**config.mk**
```make
export PLATFORM = sky130hd
export DESIGN_NAME = ram_access_master_flat
export DESIGN_NICKNAME = d
export VERILOG_FILES = /design/src/rtl/ram_access_master_pkg.sv /design/src/rtl/ram_access_master_if.sv /design/src/rtl/ram_access_master_stall_timer.sv /design/src/rtl/ram_access_master.sv /design/src/flat_wrapper.sv
export SDC_FILE = /design/constraint.sdc
export NUM_CORES = 1
export LEC_CHECK = 0
export ABC_CLOCK_PERIOD_IN_PS = 7330
export BUFFER_PORTS_ARGS = -buffer_cell sky130_fd_sc_hd__buf_2
export CORE_MARGIN = 8
export CORE_UTILIZATION = 52
export CTS_CLUSTER_SIZE = 10
export DETAILED_ROUTE_END_ITERATION = 10
export GPL_ROUTABILITY_DRIVEN = 0
export GPL_TIMING_DRIVEN = 0
export PLACE_DENSITY_LB_ADDON = 0.05
export SLEW_MARGIN = 25
export SYNTH_ARGS = -nofsm -noshare
export SYNTH_HDL_FRONTEND = slang
export SYNTH_SLANG_ARGS = --single-unit
```
**constraint.sdc**
```tcl
create_clock -name clk -period 7.33 [get_ports clk]
set_input_delay 0 -clock clk [delete_from_list [all_inputs] [get_ports clk]]
set_output_delay 0 -clock clk [all_outputs]
set_load 0.05 [all_outputs]
```
**src/rtl/ram_access_master_pkg.sv**
```systemverilog
// ram_master_pkg: shared types and sizing for ram_access_master.
//   ram_master_state_t : command FSM states
//   ram_rsp_t          : response payload (write, err, rdata)
//   cnt_w()            : counter width able to hold 0..n, at least 1 bit
package ram_master_pkg;

   localparam int RAM_ADDR_W       = 8;
   localparam int RAM_DATA_W       = 32;
   localparam int RAM_READ_LAT_DEF = 2;
   localparam int RAM_TIMEOUT_DEF  = 16;

   localparam int RAM_TO_CNT_W  = $clog2(RAM_TIMEOUT_DEF + 1);
   localparam int RAM_LAT_CNT_W = $clog2(RAM_READ_LAT_DEF + 1);

   function automatic int cnt_w(input int n);
      return (n < 1) ? 1 : $clog2(n + 1);
   endfunction

   typedef enum logic [1:0] {
      IDLE    = 2'd0,
      ISSUE   = 2'd1,
      RD_WAIT = 2'd2,
      RESP    = 2'd3
   } ram_master_state_t;

   // rdata is sized by RAM_DATA_W, so the master's DATA_WIDTH must match it.
   typedef struct packed {
      logic                  write;
      logic                  err;
      logic [RAM_DATA_W-1:0] rdata;
   } ram_rsp_t;

endpackage

```
**src/rtl/ram_access_master_if.sv**
```systemverilog
// ram_access_master_if: command, response and controller-side signals of the
// RAM access master.
//   master : view of ram_access_master (drives cmd_ready, rsp_*, mem_* requests)
//   slave  : view of the environment (requester, consumer and ram_controller)
interface ram_access_master_if #(
   parameter int ADDR_WIDTH = 8,
   parameter int DATA_WIDTH = 32
);
   logic                  cmd_valid;
   logic                  cmd_ready;
   logic                  cmd_write;
   logic [ADDR_WIDTH-1:0] cmd_addr;
   logic [DATA_WIDTH-1:0] cmd_wdata;

   logic                  rsp_valid;
   logic                  rsp_ready;
   logic                  rsp_write;
   logic                  rsp_err;
   logic [DATA_WIDTH-1:0] rsp_rdata;

   logic                  mem_read_en;
   logic                  mem_write_en;
   logic [ADDR_WIDTH-1:0] mem_addr;
   logic [DATA_WIDTH-1:0] mem_write_data;
   logic [DATA_WIDTH-1:0] mem_read_data;
   logic                  mem_ready;

   modport master (
      input  cmd_valid, cmd_write, cmd_addr, cmd_wdata, rsp_ready,
             mem_read_data, mem_ready,
      output cmd_ready, rsp_valid, rsp_write, rsp_err, rsp_rdata,
             mem_read_en, mem_write_en, mem_addr, mem_write_data
   );

   modport slave (
      output cmd_valid, cmd_write, cmd_addr, cmd_wdata, rsp_ready,
             mem_read_data, mem_ready,
      input  cmd_ready, rsp_valid, rsp_write, rsp_err, rsp_rdata,
             mem_read_en, mem_write_en, mem_addr, mem_write_data
   );
endinterface

```
**src/rtl/ram_access_master_stall_timer.sv**
```systemverilog
// ram_stall_timer: loadable down-counter with a zero flag.
//   load/load_val : (re)start the count
//   dec           : count down one step, saturating at zero
//   done          : count is zero
import ram_master_pkg::*;

module ram_stall_timer #(
   parameter int W = RAM_TO_CNT_W
) (
   input  logic         clk,
   input  logic         reset_n,
   input  logic         load,
   input  logic [W-1:0] load_val,
   input  logic         dec,
   output logic         done
);

   logic [W-1:0] cnt;

   always_ff @(posedge clk or negedge reset_n) begin
      if (!reset_n)
         cnt <= '0;
      else if (load)
         cnt <= load_val;
      else if (dec && (cnt != '0))
         cnt <= cnt - 1'b1;
   end

   assign done = (cnt == '0);

endmodule

```
**src/rtl/ram_access_master.sv**
```systemverilog
// ram_access_master: single-outstanding initiator for a ram_controller port.
//   clk, reset_n : clock, asynchronous active-low reset
//   bus.cmd_*    : valid/ready command channel (write flag, addr, wdata)
//   bus.rsp_*    : valid/ready response channel (write ack, read data, timeout)
//   bus.mem_*    : controller side (read_en/write_en/addr/write_data, read_data, ready)
// All outputs come straight from flops.
import ram_master_pkg::*;

module ram_access_master #(
   parameter int ADDR_WIDTH     = RAM_ADDR_W,
   parameter int DATA_WIDTH     = RAM_DATA_W,
   parameter int READ_LATENCY   = RAM_READ_LAT_DEF,
   parameter int TIMEOUT_CYCLES = RAM_TIMEOUT_DEF
) (
   input  logic            clk,
   input  logic            reset_n,
   ram_access_master_if.master bus
);

   localparam int TO_W  = cnt_w(TIMEOUT_CYCLES);
   localparam int LAT_W = cnt_w(READ_LATENCY);
   localparam bit TO_EN = (TIMEOUT_CYCLES > 0);

   // The timer flags done after load_val further steps, so loading N-1 makes
   // the Nth stalled cycle (or the Nth edge after the transfer) the trigger.
   localparam logic [TO_W-1:0]  TO_LOAD  = TO_EN ? TO_W'(TIMEOUT_CYCLES - 1) : '0;
   localparam logic [LAT_W-1:0] LAT_LOAD = LAT_W'(READ_LATENCY - 1);

   ram_master_state_t     state_q, state_d;
   logic                  cmd_ready_q, cmd_ready_d;
   logic                  rd_en_q, rd_en_d;
   logic                  wr_en_q, wr_en_d;
   logic [ADDR_WIDTH-1:0] addr_q, addr_d;
   logic [DATA_WIDTH-1:0] wdata_q, wdata_d;
   logic                  rsp_valid_q, rsp_valid_d;
   ram_rsp_t              rsp_q, rsp_d;

   logic to_load, to_dec, to_done;
   logic lat_load, lat_dec, lat_done;

   ram_stall_timer #(.W(TO_W)) u_timeout (
      .clk      (clk),
      .reset_n  (reset_n),
      .load     (to_load),
      .load_val (TO_LOAD),
      .dec      (to_dec),
      .done     (to_done)
   );

   ram_stall_timer #(.W(LAT_W)) u_latency (
      .clk      (clk),
      .reset_n  (reset_n),
      .load     (lat_load),
      .load_val (LAT_LOAD),
      .dec      (lat_dec),
      .done     (lat_done)
   );

   always_ff @(posedge clk or negedge reset_n) begin
      if (!reset_n) begin
         state_q     <= IDLE;
         cmd_ready_q <= 1'b0;
         rd_en_q     <= 1'b0;
         wr_en_q     <= 1'b0;
         addr_q      <= '0;
         wdata_q     <= '0;
         rsp_valid_q <= 1'b0;
         rsp_q       <= '0;
      end else begin
         state_q     <= state_d;
         cmd_ready_q <= cmd_ready_d;
         rd_en_q     <= rd_en_d;
         wr_en_q     <= wr_en_d;
         addr_q      <= addr_d;
         wdata_q     <= wdata_d;
         rsp_valid_q <= rsp_valid_d;
         rsp_q       <= rsp_d;
      end
   end

   always_comb begin
      state_d     = state_q;
      cmd_ready_d = cmd_ready_q;
      rd_en_d     = rd_en_q;
      wr_en_d     = wr_en_q;
      addr_d      = addr_q;
      wdata_d     = wdata_q;
      rsp_valid_d = rsp_valid_q;
      rsp_d       = rsp_q;
      to_load     = 1'b0;
      to_dec      = 1'b0;
      lat_load    = 1'b0;
      lat_dec     = 1'b0;

      case (state_q)
         IDLE: begin
            // cmd_ready is low only right after reset; raise it first.
            if (!cmd_ready_q) begin
               cmd_ready_d = 1'b1;
            end else if (bus.cmd_valid) begin
               cmd_ready_d = 1'b0;
               addr_d      = bus.cmd_addr;
               wdata_d     = bus.cmd_write ? bus.cmd_wdata : '0;
               wr_en_d     = bus.cmd_write;
               rd_en_d     = !bus.cmd_write;
               to_load     = 1'b1;
               state_d     = ISSUE;
            end
         end

         ISSUE: begin
            // The enable that is high identifies the command type here.
            if (bus.mem_ready) begin
               wr_en_d = 1'b0;
               rd_en_d = 1'b0;
               to_load = 1'b1;
               if (wr_en_q) begin
                  rsp_d   = '{write: 1'b1, err: 1'b0, rdata: '0};
                  state_d = RESP;
               end else begin
                  lat_load = 1'b1;
                  state_d  = RD_WAIT;
               end
            end else if (TO_EN && to_done) begin
               wr_en_d = 1'b0;
               rd_en_d = 1'b0;
               rsp_d   = '{write: wr_en_q, err: 1'b1, rdata: '0};
               state_d = RESP;
            end else begin
               to_dec = 1'b1;
            end
         end

         RD_WAIT: begin
            // Read data is valid exactly on the sampling edge, so the
            // response is raised together with the capture.
            if (lat_done) begin
               rsp_d       = '{write: 1'b0, err: 1'b0, rdata: bus.mem_read_data};
               rsp_valid_d = 1'b1;
               state_d     = RESP;
            end else begin
               lat_dec = 1'b1;
            end
         end

         RESP: begin
            // Write ack and timeout enter with rsp_valid low and raise it here.
            if (!rsp_valid_q) begin
               rsp_valid_d = 1'b1;
            end else if (bus.rsp_ready) begin
               rsp_valid_d = 1'b0;
               rsp_d       = '0;
               cmd_ready_d = 1'b1;
               state_d     = IDLE;
            end
         end

         default: state_d = IDLE;
      endcase
   end

   assign bus.cmd_ready      = cmd_ready_q;
   assign bus.mem_read_en    = rd_en_q;
   assign bus.mem_write_en   = wr_en_q;
   assign bus.mem_addr       = addr_q;
   assign bus.mem_write_data = wdata_q;
   assign bus.rsp_valid      = rsp_valid_q;
   assign bus.rsp_write      = rsp_q.write;
   assign bus.rsp_err        = rsp_q.err;
   assign bus.rsp_rdata      = rsp_q.rdata;

endmodule
```
**src/flat_wrapper.sv**
```systemverilog
// flat-port wrapper written by rule: the top's interface ports become plain ports
module ram_access_master_flat 
#(
   parameter int ADDR_WIDTH     = RAM_ADDR_W,
   parameter int DATA_WIDTH     = RAM_DATA_W,
   parameter int READ_LATENCY   = RAM_READ_LAT_DEF,
   parameter int TIMEOUT_CYCLES = RAM_TIMEOUT_DEF
)
  (clk, reset_n, bus_cmd_valid, bus_cmd_write, bus_cmd_addr, bus_cmd_wdata, bus_rsp_ready, bus_mem_read_data, bus_mem_ready, bus_cmd_ready, bus_rsp_valid, bus_rsp_write, bus_rsp_err, bus_rsp_rdata, bus_mem_read_en, bus_mem_write_en, bus_mem_addr, bus_mem_write_data);
  ram_access_master_if #(.ADDR_WIDTH(ADDR_WIDTH), .DATA_WIDTH(DATA_WIDTH)) bus_i ();
  input  logic clk;
  input  logic reset_n;
  input wire logic [$bits(bus_i.cmd_valid)-1:0] bus_cmd_valid;
  input wire logic [$bits(bus_i.cmd_write)-1:0] bus_cmd_write;
  input wire logic [$bits(bus_i.cmd_addr)-1:0] bus_cmd_addr;
  input wire logic [$bits(bus_i.cmd_wdata)-1:0] bus_cmd_wdata;
  input wire logic [$bits(bus_i.rsp_ready)-1:0] bus_rsp_ready;
  input wire logic [$bits(bus_i.mem_read_data)-1:0] bus_mem_read_data;
  input wire logic [$bits(bus_i.mem_ready)-1:0] bus_mem_ready;
  output wire logic [$bits(bus_i.cmd_ready)-1:0] bus_cmd_ready;
  output wire logic [$bits(bus_i.rsp_valid)-1:0] bus_rsp_valid;
  output wire logic [$bits(bus_i.rsp_write)-1:0] bus_rsp_write;
  output wire logic [$bits(bus_i.rsp_err)-1:0] bus_rsp_err;
  output wire logic [$bits(bus_i.rsp_rdata)-1:0] bus_rsp_rdata;
  output wire logic [$bits(bus_i.mem_read_en)-1:0] bus_mem_read_en;
  output wire logic [$bits(bus_i.mem_write_en)-1:0] bus_mem_write_en;
  output wire logic [$bits(bus_i.mem_addr)-1:0] bus_mem_addr;
  output wire logic [$bits(bus_i.mem_write_data)-1:0] bus_mem_write_data;
  assign bus_i.cmd_valid = bus_cmd_valid;
  assign bus_i.cmd_write = bus_cmd_write;
  assign bus_i.cmd_addr = bus_cmd_addr;
  assign bus_i.cmd_wdata = bus_cmd_wdata;
  assign bus_i.rsp_ready = bus_rsp_ready;
  assign bus_i.mem_read_data = bus_mem_read_data;
  assign bus_i.mem_ready = bus_mem_ready;
  assign bus_cmd_ready = bus_i.cmd_ready;
  assign bus_rsp_valid = bus_i.rsp_valid;
  assign bus_rsp_write = bus_i.rsp_write;
  assign bus_rsp_err = bus_i.rsp_err;
  assign bus_rsp_rdata = bus_i.rsp_rdata;
  assign bus_mem_read_en = bus_i.mem_read_en;
  assign bus_mem_write_en = bus_i.mem_write_en;
  assign bus_mem_addr = bus_i.mem_addr;
  assign bus_mem_write_data = bus_i.mem_write_data;
  ram_access_master #(.ADDR_WIDTH(ADDR_WIDTH), .DATA_WIDTH(DATA_WIDTH), .READ_LATENCY(READ_LATENCY), .TIMEOUT_CYCLES(TIMEOUT_CYCLES)) u_core (.clk(clk), .reset_n(reset_n), .bus(bus_i));
endmodule
```
==> flow_summary.yaml, run 1 <==
critical_path:
  crit_fanout: 7
  rrSetupSlack_ns: 4.86
  path_class: "reg -> reg"
  cp.required_ns: 7.56
  end_kind: "flip-flop"
  cp.arrival_ns: 2.70
  worst_setup_path_start_kind: "flip-flop"
power:
  switchingPower_w: 0.00116
  comb_power_share_pct: 55.6
  powerDensity_nw_per_um2: 418
  intPower_w: 0.00122
  switching_share_pct: 48.7
  finalPower_w: 0.00238
  clkPwrFrac_pct: 14.1
  leakagePower_nw: 3.16
  seq_power_share_pct: 30.4
  ir_drop_uv: 316
sta:
  finalCritPeriodShare_pct: 33.7
  worst_slew_pin_slew_ns: 0.476
  finalSetupViolCount: 0
  rsz0062_at_grt: "no"
  fmax_ghz: 0.405
  fin_crit_ns: 2.47
  hold_viol_final: 0
  slew_violations: 0
  finalSetupTns_ns: 0
  slew-limit-headroom_pct: 68.2
  finalClockSkew_ns: 0.00953
synthesis:
  synth.top_cell.area_share_pct: 56.9
  synth_seq_area_share_pct: 56.9
  netlist_area_sq_um: 3820
  synth-edff-count: 0
  yosysMostFrequentCell: "nand2_1"
  synthAdderAreaFrac_pct: 1.96
  synth.area.top_cells: "dfrtp_1 (57%), nand2_1 (13%), mux2i_1 (8.6%)"
  synth-main-ff-cell: "dfrtp_1"
  synth_top_family_by_area: "simple AND/OR/NAND/NOR gates"
  synth_xor_area_share_pct: 0.916
  syn_area_per_cell_sq_um: 9.76
  yosys_warnings: 0
  synth.net_count: 476
  synthCells: 392
  synth_common_cells: "nand2_1 (130), dfrtp_1 (87), inv_1 (40)"
  async_reset_ff_share_pct: 100
  synth_compound_area_share_pct: 3.37
  synth-simple-area-share_pct: 19.4
  yosysUniqueCellTypes: 29
  synth.area.mux_share_pct: 10.0
  ys_seq_elements: 87
  yosys.area.top_type: "dfrtp_1"
clocking:
  cts_tree: "yes"
  cts_buffers: 9
  clk_latency_ns: 0.34
  clkSinkCount: 87
  clock_path_buffers: 2
  cts.clk_slew.worst_paths_ns: 0.09
  cts_max_level: 3
  clk_root_buffer_cell: "clkbuf_8"
grt:
  grt_pass1_wl_um: 18100
  grt_overflow: 0
  antenna_found_initial: 0
  track_usage_pct: 22.1
  grt_max_degree: 69
  grt_pass1_vias: 3727
routing:
  avgRoutedWirePerCell_um: 15.1
  wirelength_um: 11200
  vias: 3536
  drc: 0
  drtAntennaViolNets: 0
  drt_iter0_markers: 106
  first_pass_iters: 4
  vias_per_cell: 4.80
floorplanning:
  ioPinCount: 156
  start_util_pct: 53.3
  fp.dieW_um: 102
  std_cell_rows: 31
  fp.dieArea_sq_um: 10400
  core_area_sq_um: 7180
  fp.dieH_um: 102
placed_design:
  port_buffers: 154
  post-place-cells: 646
  dp_hpwl_um: 7280
cells_and_area:
  layout.cells.non_filler: 737
  fin_nets: 717
  area_delta_synth_final_pct: 49.0
  fill_cells: 471
  drive_above_1_share_pct: 28.4
  antenna_cells: 0
run:
  maxCapViolCount: 0
worst_hold_path:
  hold_path.class: "in -> reg"
run_status:
  status: "complete, no violations"
## critical path, stage by stage, from the launching register on
cell	delay (ns)
dfrtp_1	0.39
inv_1	0.09
ha_1	0.19
or4b_4	0.50
a221o_1	0.39
or3_1	0.34
buf_6	0.17
mux2_4	0.30
## cell usage in the layout, fill, tap and decap left out, drive strengths merged, types with 3 or more instances in the layout
master       Yosys  final
o211ai           3      3
a21oi            5      5
o21ai            3      3
buf              4    159
nand3           36     36
nor2             5      5
dlygate4sd3      0     75
nor3             3      3
dfrtp           87     87
clkinv           0      4
mux2             4      4
ha               6      6
mux2i           33     33
nand2          130    130
inv             40     42
clkbuf          17     26
## routing by layer
layer | vias to the layer above | global-route usage [%] | share of wire (%)
met4 | 0 | 6.99 | 1.1
li1 | 1731 | - | -
met3 | 11 | 7.29 | 9.8
met2 | 135 | 37.6 | 49
met5 | - | 0 | 0
met1 | 1659 | 25.7 | 40
## power by group through the flow
stage | registers [W] | logic, W | clock network (W)
after CTS | 0.000720 | 0.00133 | 0.000342
after global placement | 0.000722 | 0.00127 | 0
final | 0.000723 | 0.00132 | 0.000335
after detailed placement | 0.000727 | 0.00129 | 0
after floorplan | 0.00118 | 0.000541 | 0
after global routing | 0.000744 | 0.00142 | 0.000358
## flip-flops by register name (all words and copies together) (netlist names)
signal,flops
u_core.bus.mem_write_en,1
u_core.bus.cmd_ready,1
u_core.bus.mem_addr,8
u_core.u_timeout.cnt,5
u_core.bus.rsp_err,1
u_core.bus.rsp_write,1
u_core.bus.mem_write_data,32
u_core.bus.mem_read_en,1
u_core.bus.rsp_rdata,32
u_core.state_q,2
u_core.bus.rsp_valid,1
u_core.u_latency.cnt,2
## layout make-up
type | instances | area [sq um] | share of cell area (%)
clock inverter | 7 | 71.3 | 1.25
timing repair buffer | 230 | 1560 | 27.3
inverter | 40 | 150 | 2.63
sequential | 87 | 2180 | 38.2
buffer | 21 | 135 | 2.37
multi-input combinational | 244 | 1360 | 23.9
tap | 99 | 124 | 2.17
clock buffer | 9 | 124 | 2.17
## stage by stage
stage / hold WS, ns / instance area, sq um / setup slack [ns] / utilization (%)
finish: 0.0404 / 5700 / 4.86 / 79.4
global route: 0.0519 / 5700 / 4.71 / 79.4
CTS: 0.0141 / 5700 / 4.88 / 79.4
detailed placement: -0.139 / 4750 / 4.89 / 66.2
global placement: 0.190 / 4720 / 4.91 / 65.8
floorplan: -0.296 / 3820 / 4.99 / -
## cell families after synthesis
kind of cell	Yosys count
adders and majority gates	6
and+or+nand+nor	179
muxes	37
AOI/OAI and AO/OA	18
buffers and inverters	61
DFF	87
xor gates and xnor gates	4
## worst paths after layout
check,cells after the start,endpoint,start
max,7,u_core.bus.rsp_write$_DFFE_PN0P_,u_core.u_timeout.cnt[0]$_DFFE_PN0P_
min,3,u_core.bus.mem_write_data[27]$_DFFE_PN0P_,bus_cmd_write
max reg2reg,7,u_core.bus.rsp_write$_DFFE_PN0P_,u_core.u_timeout.cnt[0]$_DFFE_PN0P_
min reg2reg,2,u_core.bus.mem_write_data[24]$_DFFE_PN0P_,u_core.bus.mem_write_data[24]$_DFFE_PN0P_
max in group asynchronous,3,u_core.bus.mem_write_data[16]$_DFFE_PN0P_,reset_n
min in group asynchronous,2,u_core.bus.rsp_rdata[12]$_DFFE_PN0P_,reset_n
## what timing repair did
item,CTS,global route
gates resized for setup,0,0
setup buffers,0,0
hold buffers,75,0
endpoints found under the setup margin,0,0
hold endpoints to repair,161,0
Power figures use the tool's default switching activity.
==> run 2, diff against run 1 <==
ABC_CLOCK_PERIOD_IN_PS = 2100   (was 7330)
CORE_UTILIZATION = 43   (was 52)
clock period = 2.1 ns   (was 7.33 ns; I/O delays follow)
==> run 2 against run 1 <==
Net effect:
- the run now ends with negative setup slack left
- first-iteration DRC count increased by 32%
- sequential power increased to 3.5 times the previous value
- count of clock-buffer cells in the layout increased by 2
- hold slack improved by 0.0047 ns
- non-clock buffer count increased by 7
- die area increased by 18%
==> flow_summary.yaml, run 2 (synthesis results as in run 1) <==
run_status:
  status: "finished with violations"
  violations: "negative setup slack"
cells_and_area:
  final_cell_mix: "buf_2 (153), nand2_1 (130), dfrtp_1 (87)"
  fin_nets: 724
  final_core_util_pct: 66.6
  antenna_cells: 0
  drive_above_1_share_pct: 31.1
  area_delta_synth_final_pct: 51.2
  layout_commonest_cell: "buf_2"
power:
  leakagePower_nw: 3.20
  powerDensity_nw_per_um2: 1450
  finalPower_w: 0.00837
  ir_drop_uv: 730
placed_design:
  dp_hpwl_um: 7350
  place_ws_ns: -0.270
  port_buffers: 154
grt:
  grt_overflow: 0
  grt_pass1_wl_um: 17600
  antenna_found_initial: 0
  track_usage_pct: 18.3
  grt_max_degree: 68
  grt_pass1_vias: 3561
floorplanning:
  fp.dieArea_sq_um: 12200
  ioPinCount: 156
  start_util_pct: 44.1
  fp.dieW_um: 110
  fp.dieH_um: 110
  std_cell_rows: 34
  core_area_sq_um: 8680
run:
  maxCapViolCount: 0
routing:
  first_pass_iters: 4
  drc: 0
  vias_per_cell: 4.66
  drtAntennaViolNets: 0
  drt_iter0_markers: 140
  wirelength_um: 10900
  vias: 3503
  avgRoutedWirePerCell_um: 14.5
worst_hold_path:
  hold_path.class: "in -> async"
sta:
  rsz0062_at_grt: "yes"
  worst_slew_pin_slew_ns: 0.462
  hold_viol_final: 0
  slew-limit-headroom_pct: 69.2
  holdWs_ns: 0.0451
  fin_crit_ns: 2.27
  finalClockSkew_ns: 0.0105
  finalCritPeriodShare_pct: 108
  slew_violations: 0
  fin_ws_ns: -0.171
  fmax_ghz: 0.440
  finalSetupTns_ns: -4.66
  finalSetupViolCount: 34
clocking:
  cts.clk_slew.worst_paths_ns: 0.08
  cts_buffers: 9
  cts_tree: "yes"
  clock_path_buffers: 2
  clk_root_buffer_cell: "clkbuf_8"
  clk_latency_ns: 0.35
  cts_max_level: 3
  clkSinkCount: 87
critical_path:
  cp.arrival_ns: 2.50
  cp.required_ns: 2.33
  crit_fanout: 6
  path_class: "reg -> reg"
  end_kind: "flip-flop"
  worst_setup_path_start_kind: "flip-flop"
[run 2: cell count changes in the layout (fill, tap and decap cells not counted), moves of 3 or more]
cell	delta
ha_1	-3
buf_4	+9
clkbuf_2	+4
clkbuf_1	-5
[run 2: path summary, 6_finish.rpt]
check                                                                 end  cells after the start  slack [ns]                                     start
worst min-delay path                 u_core.bus.rsp_rdata[29]$_DFFE_PN0P_                      2        0.05                                   reset_n
worst max register to register           u_core.bus.rsp_write$_DFFE_PN0P_                      7       -0.17       u_core.u_timeout.cnt[0]$_DFFE_PN0P_
worst min register to register   u_core.bus.mem_write_data[3]$_DFFE_PN0P_                      2        0.46  u_core.bus.mem_write_data[3]$_DFFE_PN0P_
min in group clk                u_core.bus.mem_write_data[27]$_DFFE_PN0P_                      3        0.05                             bus_cmd_write
worst max-delay path                     u_core.bus.rsp_write$_DFFE_PN0P_                      7       -0.17       u_core.u_timeout.cnt[0]$_DFFE_PN0P_
max in group asynchronous             u_core.u_timeout.cnt[4]$_DFFE_PN0P_                      3        1.45                                   reset_n
[run 2: routing by layer]
layer,up-vias,track usage (%),routed length (um)
li1,1741,-,-
met3,14,6.10,1080
met5,-,0,0
met2,134,28.6,4990
met1,1614,23.3,4650
met4,0,6.47,157
[run 2: per-stage QoR]
step,cell area [sq um],instances
detailed placement,4780,655
global route,5780,752
floorplan,3840,392
CTS,5760,751
finish,5780,752
global placement,4740,654
[run 2: what timing repair did]
action,in CTS,in global routing
resized for setup,5,11
setup buffers,7,2
hold buffers,75,0
pin swaps,1,1
endpoints found under the setup margin,35,76
hold endpoints to repair,161,0
[run 2: cell type report]
type                       instances  area, sq um
clock inverter                     4         22.5
tap                              108          135
sequential                        87         2180
clock buffer                      11          141
timing repair buffer             239         1620
inverter                          40          150
fill                             712         2900
multi-input combinational        244         1400
buffer                            19          133
[run 2: critical path, stage by stage (launching register included)]
cell and delay [ns]:
dfrtp_1 0.39, inv_2 0.09, ha_4 0.13, or4b_4 0.45, a221o_1 0.33, or3_1 0.32
buf_6 0.16, mux2_4 0.29
[run 2: where the power goes]
part / total [W] / internal [W] / switching, W
clock: 0.00102 / 0.000450 / 0.000568
sequential: 0.00254 / 0.00222 / 0.000322
combinational: 0.00481 / 0.00166 / 0.00315
total: 0.00837 / 0.00433 / 0.00404
